### config.mk
export PLATFORM = sky130hd
export DESIGN_NAME = td4_switch_debounce
export DESIGN_NICKNAME = d
export VERILOG_FILES = /design/src/rtl/td4_io_pkg.sv /design/src/rtl/td4_debounce_ch.sv /design/src/rtl/td4_switch_debounce.sv
export SDC_FILE = /design/constraint.sdc
export NUM_CORES = 1
export LEC_CHECK = 0
export ABC_CLOCK_PERIOD_IN_PS = 3000
export CAP_MARGIN = 10
export CORE_ASPECT_RATIO = 2
export CORE_MARGIN = 5
export CORE_UTILIZATION = 25
export CTS_BUF_LIST = sky130_fd_sc_hd__clkbuf_2
export DETAILED_ROUTE_END_ITERATION = 6
export RECOVER_POWER = 100
export REMOVE_ABC_BUFFERS = 1
export SLEW_MARGIN = 20
export SYNTH_ARGS = -nofsm -noshare
export SYNTH_HDL_FRONTEND = slang
export SYNTH_SLANG_ARGS = --single-unit
### constraint.sdc
create_clock -name clk -period 3 [get_ports clk]
set_clock_uncertainty 0.2 [all_clocks]
set_input_delay 0.6 -clock clk [delete_from_list [all_inputs] [get_ports clk]]
set_output_delay 0.6 -clock clk [all_outputs]
set_load 0.05 [all_outputs]
### src/rtl/td4_io_pkg.sv
// Shared types and helpers for the TD4 switch conditioner.
// Holds the per-channel FSM encoding and the counter-width function.
package td4_io_pkg;

   typedef enum logic [1:0] {
      IDLE_LO = 2'd0,
      CHK_HI  = 2'd1,
      IDLE_HI = 2'd2,
      CHK_LO  = 2'd3
   } td4_state_e;

   // Width for a counter that must reach the largest of three limits.
   function automatic int td4_cnt_w(input int a, input int b, input int c);
      int m;
      m = a;
      if (b > m) m = b;
      if (c > m) m = c;
      return $clog2(m + 1);
   endfunction

endpackage

### src/rtl/td4_debounce_ch.sv
// One debounced switch channel: 2-flop sync, stable-count FSM, pulses.
// Auto-repeat counter exists only with TD4_DEBOUNCE_AUTOREPEAT_EN.
module td4_debounce_ch
   import td4_io_pkg::*;
#(
   parameter int STABLE_CNT    = 50000,
   parameter int REPEAT_DELAY  = 500000,
   parameter int REPEAT_PERIOD = 100000
) (
   input  logic clk_i,
   input  logic rst_ni,
   input  logic raw_i,
   output logic lvl_o,
   output logic rise_o,
   output logic fall_o
);

   localparam int CNT_W =
      td4_cnt_w(STABLE_CNT, REPEAT_DELAY, REPEAT_PERIOD);
   localparam logic [CNT_W-1:0] STABLE_LAST = CNT_W'(STABLE_CNT - 1);
   localparam logic [CNT_W-1:0] ONE = CNT_W'(1);

   logic             s1_q, s2_q;
   td4_state_e       state_q, state_d;
   logic [CNT_W-1:0] cnt_q, cnt_d;
   logic             lvl_q, lvl_d;
   logic             rise_q, rise_d;
   logic             fall_q, fall_d;

`ifdef TD4_DEBOUNCE_AUTOREPEAT_EN
   localparam logic [CNT_W-1:0] DELAY_LAST  = CNT_W'(REPEAT_DELAY - 1);
   localparam logic [CNT_W-1:0] PERIOD_LAST = CNT_W'(REPEAT_PERIOD - 1);

   logic [CNT_W-1:0] rcnt_q, rcnt_d;
   // rep_q: initial delay already elapsed, now counting periods
   logic             rep_q, rep_d;
`endif

   always_ff @(posedge clk_i) begin
      if (!rst_ni) begin
         s1_q    <= 1'b0;
         s2_q    <= 1'b0;
         state_q <= IDLE_LO;
         cnt_q   <= '0;
         lvl_q   <= 1'b0;
         rise_q  <= 1'b0;
         fall_q  <= 1'b0;
`ifdef TD4_DEBOUNCE_AUTOREPEAT_EN
         rcnt_q  <= '0;
         rep_q   <= 1'b0;
`endif
      end else begin
         s1_q    <= raw_i;
         s2_q    <= s1_q;
         state_q <= state_d;
         cnt_q   <= cnt_d;
         lvl_q   <= lvl_d;
         rise_q  <= rise_d;
         fall_q  <= fall_d;
`ifdef TD4_DEBOUNCE_AUTOREPEAT_EN
         rcnt_q  <= rcnt_d;
         rep_q   <= rep_d;
`endif
      end
   end

   always_comb begin
      state_d = state_q;
      cnt_d   = cnt_q;
      lvl_d   = lvl_q;
      rise_d  = 1'b0;
      fall_d  = 1'b0;
`ifdef TD4_DEBOUNCE_AUTOREPEAT_EN
      rcnt_d  = rcnt_q;
      rep_d   = rep_q;
`endif
      unique case (state_q)
         IDLE_LO: begin
            if (s2_q) begin
               state_d = CHK_HI;
               cnt_d   = '0;
            end
         end
         CHK_HI: begin
            if (!s2_q) begin
               state_d = IDLE_LO;
               cnt_d   = '0;
            end else if (cnt_q == STABLE_LAST) begin
               state_d = IDLE_HI;
               lvl_d   = 1'b1;
               rise_d  = 1'b1;
               cnt_d   = '0;
            end else begin
               cnt_d = cnt_q + ONE;
            end
         end
         IDLE_HI: begin
            if (!s2_q) begin
               state_d = CHK_LO;
               cnt_d   = '0;
            end else begin
`ifdef TD4_DEBOUNCE_AUTOREPEAT_EN
               if ((!rep_q && rcnt_q == DELAY_LAST) ||
                   (rep_q && rcnt_q == PERIOD_LAST)) begin
                  rise_d = 1'b1;
                  rcnt_d = '0;
                  rep_d  = 1'b1;
               end else begin
                  rcnt_d = rcnt_q + ONE;
               end
`endif
            end
         end
         CHK_LO: begin
            if (s2_q) begin
               state_d = IDLE_HI;
               cnt_d   = '0;
            end else if (cnt_q == STABLE_LAST) begin
               state_d = IDLE_LO;
               lvl_d   = 1'b0;
               fall_d  = 1'b1;
               cnt_d   = '0;
`ifdef TD4_DEBOUNCE_AUTOREPEAT_EN
               rcnt_d  = '0;
               rep_d   = 1'b0;
`endif
            end else begin
               cnt_d = cnt_q + ONE;
            end
         end
         default: begin
            state_d = IDLE_LO;
            cnt_d   = '0;
         end
      endcase
   end

   assign lvl_o  = lvl_q;
   assign rise_o = rise_q;
   assign fall_o = fall_q;

endmodule

### src/rtl/td4_switch_debounce.sv
// N-channel switch conditioner; channel 0 rise is the single-step enable.
// Optional auto-repeat: define TD4_DEBOUNCE_AUTOREPEAT_EN.
module td4_switch_debounce
   import td4_io_pkg::*;
#(
   parameter int CH            = 2,
   parameter int STABLE_CNT    = 50000,
   parameter int REPEAT_DELAY  = 500000,
   parameter int REPEAT_PERIOD = 100000
) (
   input  logic          clk,
   input  logic          RESET,
   input  logic [CH-1:0] sw_raw,
   output logic [CH-1:0] sw_lvl,
   output logic [CH-1:0] sw_rise,
   output logic [CH-1:0] sw_fall
);

   for (genvar g = 0; g < CH; g++) begin : g_ch
      td4_debounce_ch #(
         .STABLE_CNT   (STABLE_CNT),
         .REPEAT_DELAY (REPEAT_DELAY),
         .REPEAT_PERIOD(REPEAT_PERIOD)
      ) u_ch (
         .clk_i (clk),
         .rst_ni(RESET),
         .raw_i (sw_raw[g]),
         .lvl_o (sw_lvl[g]),
         .rise_o(sw_rise[g]),
         .fall_o(sw_fall[g])
      );
   end

endmodule

==> out/qor.yml, run 1 <==
yosys:
  ys_seq_elements: 52
  number_of_standard_cells_after_synthesis: 308
  synth-compound-area-share_pct: 18.96
  seq_area_frac_synth_pct: 40.66
  ys_top_cells_by_count: "sky130_fd_sc_hd__dfxtp_1 (52), sky130_fd_sc_hd__nand2_1 (32), sky130_fd_sc_hd__a21oi_1 (26)"
  xor_xnor_share_of_the_synthesized_area_pct: 1.711
  yosysTopAreaCellShare_pct: 40.66
  yosys_warnings: 0
  yosys-top-cells-area: "sky130_fd_sc_hd__dfxtp_1 (41%), sky130_fd_sc_hd__a31oi_1 (5.4%), sky130_fd_sc_hd__a21oi_1 (5.1%)"
  synth.area.mux_share_pct: 3.128
  synthDominantAreaCellType: "sky130_fd_sc_hd__dfxtp_1"
  largest_family_of_logic_cells_by_synthesized_area: "simple AND/OR/NAND/NOR gates"
  synthDistinctLibCells: 40
  synth_edf_count: 0
  post_synth_instance_area_mm2: 0.002560
  yosys.area_share.simple_pct: 27.37
  synth-adder-area-share_pct: 0.9775
  ys_dominant_reg_cell: "sky130_fd_sc_hd__dfxtp_1"
  asyncSetResetFlopFracSynth_pct: 0
  postSynthAreaPerCell_um2: 8.312
  synth.most_common_cell: "sky130_fd_sc_hd__dfxtp_1"
setup_path:
  timing_worst_setup_path_type: "reg -> out"
  worst_ep_arrival_time_ns: 1.77
  worst_r2r_startpoint: "g_ch[0].u_ch.cnt_q[13]"
  rr_endpoint: "g_ch[0].u_ch.lvl_o"
  rrSetupSlack_ns: 0.57
  critPathMaxStageDelay_ns: 0.91
  worst_setup_path_end_kind: "output pin"
  cp_launch_type: "flop"
  worst_path_max_delay_cell: "sky130_fd_sc_hd__dlygate4sd3_1"
  worstPathCellList: "dlygate4sd3_1"
  crit_path_max_fanout: 3
  critical_path_required_ns: 2.20
  worst-path-buf-inv: 1
  cpLargestDelayFamily: "buffers and inverters"
  worst-r2r-cell-count: 5
clocking:
  tritoncts.num_buffers: 5
  clkLatencyLatePin_ns: 0.45
  clock_pin_slew_reported_for_the_worst_setup_and_hold_paths_after_clock_tree_synthesis_ns: 0.26
  clock_sink_count: 52
  cts_tree: "yes"
  cts_root_buf: "sky130_fd_sc_hd__clkbuf_2"
  post-cts-setup-buffer-count: 0
  hold_buffers: 0
  cts.path.max_buffers: 2
  ctsResizeCount: 0
  cts-htree-levels: 2
sta:
  layout_worst_path_cycle_share_pct: 85.83
  holdWs_ns: 0.2680
  final_critical_path_setup_slack_ns: 0.4251
  finalCriticalPeriod_ns: 2.575
  slew_headroom_pct: 48.83
  totalNegativeSetupSlack_ns: 0
  rsz_0062_raised_after_global_routing: "false"
  final_hold_viol_count: 0
  timing.final.setup_violations: 0
  finalMaxSlewViolations: 0
  max_slew.worst_pin.slew_ns: 0.7606
  maxClockFrequency_mhz: 388.4
cells_and_area:
  layout_cell_share_with_drive_strength_beyond_1_pct: 5.178
  finish.net_count: 314
  syn2layout_area_growth_pct: 8.016
  layout.core_utilization_pct: 27.42
  multi_input_area_mm2: 0.001320
  final_cells: 445
  fillCellCount: 1110
  regArea_mm2: 0.001041
hold_path:
  worst_hold_path_type: "reg -> reg"
  min_from: "g_ch[1].u_ch.s1_q"
  min_delay_worst_endpoint: "g_ch[1].u_ch.s2_q"
  hold-path-cell-count: 1
grt:
  combined_global_route_utilization_of_all_metal_layers_pct: 9.972
  grt_antenna_before_repair: 1
  grt_pass1_wl_um: 9880
  globalRoute.totalOverflow: 0
  number_of_global_route_vias_before_repair: 2140
  grt_start_max_net_pins: 31
floorplan:
  placementRows: 52
  core_mm2: 0.01008
  initial_core_util_pct: 25.38
  die_width_um: 81.56
  die_height_um: 153.1
  num_io_pins: 10
  dieArea_mm2: 0.01249
routing:
  totalWireLength_um: 5854
  drt_first_pass_iters: 5
  avgRoutedWirePerCell_um: 13.16
  route.detailed.drc: 0
  drt_iter0_markers: 175
  postRouteAntennaNets: 0
  dr_total_vias: 2240
  viasPerCell: 5.034
status:
  status: "complete, no violations"
place:
  placed_cells: 436
  place_hpwl_um: 4297
  numPortBuffers: 9
  worst_setup_slack_after_placement_ns: 0.5300
  gpl.final_weighted_congestion: 0.8050
pwr:
  power_per_cell_area_mw_per_mm2: 404.9
  total_leakage_power_nw: 0.9063
  ir_drop_v: 0.0002764
run:
  maxCapViolations: 0
## layout by cell type, fill, tap and decap left out, drive strengths merged, types with 3 or more instances in the layout
| master | instances |
|---|---|
| a21oi | 26 |
| a22oi | 4 |
| a31oi | 22 |
| a41oi | 3 |
| and2 | 5 |
| and3 | 7 |
| and4 | 6 |
| buf | 4 |
| clkbuf | 7 |
| dfxtp | 52 |
| dlygate4sd3 | 7 |
| inv | 11 |
| mux2i | 8 |
| nand2 | 32 |
| nand2b | 6 |
| nand3 | 16 |
| nand4 | 13 |
| nor2 | 20 |
| nor2b | 3 |
| nor3 | 9 |
| nor4 | 6 |
| o21ai | 10 |
| o2bb2ai | 3 |
| o31ai | 3 |
| or2b | 3 |
| xor2 | 3 |
## layer usage
layer	global-route usage (%)	share of wire (%)	vias to the layer above	wire length (um)
li1	-	-	1117	-
met5	0	0	-	0
met4	4.996	3.2	0	189
met1	9.982	38	1076	2232
met3	2.179	2.9	11	168
met2	18.40	56	36	3264
## metrics by stage
step	power [W]	instance area, um2
after floorplan	0.0007487	2417
after global placement	0.0007739	2721
after detailed placement	0.0007749	2721
after CTS	0.001143	2784
after global routing	0.001177	2765
final	0.001120	2765
## registers in the layout, indices dropped and copies added, names as in the netlist, named ones only
register	count
g_ch.u_ch.s1_q	2
g_ch.u_ch.lvl_o	2
g_ch.u_ch.fall_o	2
g_ch.u_ch.cnt_q	38
g_ch.u_ch.s2_q	2
g_ch.u_ch.state_q	2
g_ch.u_ch.rise_o	2
## report_power, final
group	switching [W]	internal, W
combinational	0.0000381	0.0000179
sequential	0.00000446	0.000699
clock	0.000224	0.000136
## cell families after synthesis
| kind of cell | after synthesis |
|---|---|
| compound gates | 78 |
| xor+xnor | 5 |
| fa+ha+maj | 2 |
| buf+inv | 33 |
| flops | 52 |
| mux | 8 |
| simple gates | 130 |
## area by class of cell
| cell class | count | area share [%] |
|---|---|---|
| multi-input cells | 223 | 47.74 |
| flip-flops and latches | 52 | 37.65 |
| well taps | 135 | 6.109 |
| repair buffers | 15 | 4.661 |
| inverters | 11 | 1.493 |
| clock inverters | 3 | 1.357 |
| clock buffers | 5 | 0.9050 |
| diodes | 1 | 0.09050 |
## worst max-delay path by stage
| stage | start | end | slack (ns) | depth (start not counted) |
|---|---|---|---|---|
| floorplan | RESET | g_ch[0].u_ch.cnt_q[13] | 0.56 | 4 |
| global placement | RESET | g_ch[0].u_ch.cnt_q[2] | 0.53 | 6 |
| detailed placement | RESET | g_ch[0].u_ch.cnt_q[13] | 0.53 | 6 |
| CTS | g_ch[1].u_ch.lvl_o | sw_lvl[1] | 0.45 | 1 |
| global route | g_ch[1].u_ch.cnt_q[0] | g_ch[1].u_ch.cnt_q[4] | 0.31 | 7 |
| finish | g_ch[1].u_ch.lvl_o | sw_lvl[1] | 0.43 | 1 |
Note: power is estimated with default switching activity, not from simulation.
==> run 2: changes to the inputs <==
--- a/config.mk
+++ b/config.mk
@@ -6,7 +6,7 @@
 export NUM_CORES = 1
 export LEC_CHECK = 0
 export ABC_CLOCK_PERIOD_IN_PS = 3000
-export CAP_MARGIN = 10
+export CAP_MARGIN = 40
 export CORE_ASPECT_RATIO = 2
 export CORE_MARGIN = 5
 export CORE_UTILIZATION = 25
==> results of run 2 <==
The final DEF is identical to that of run 1; final timing and power are the same.
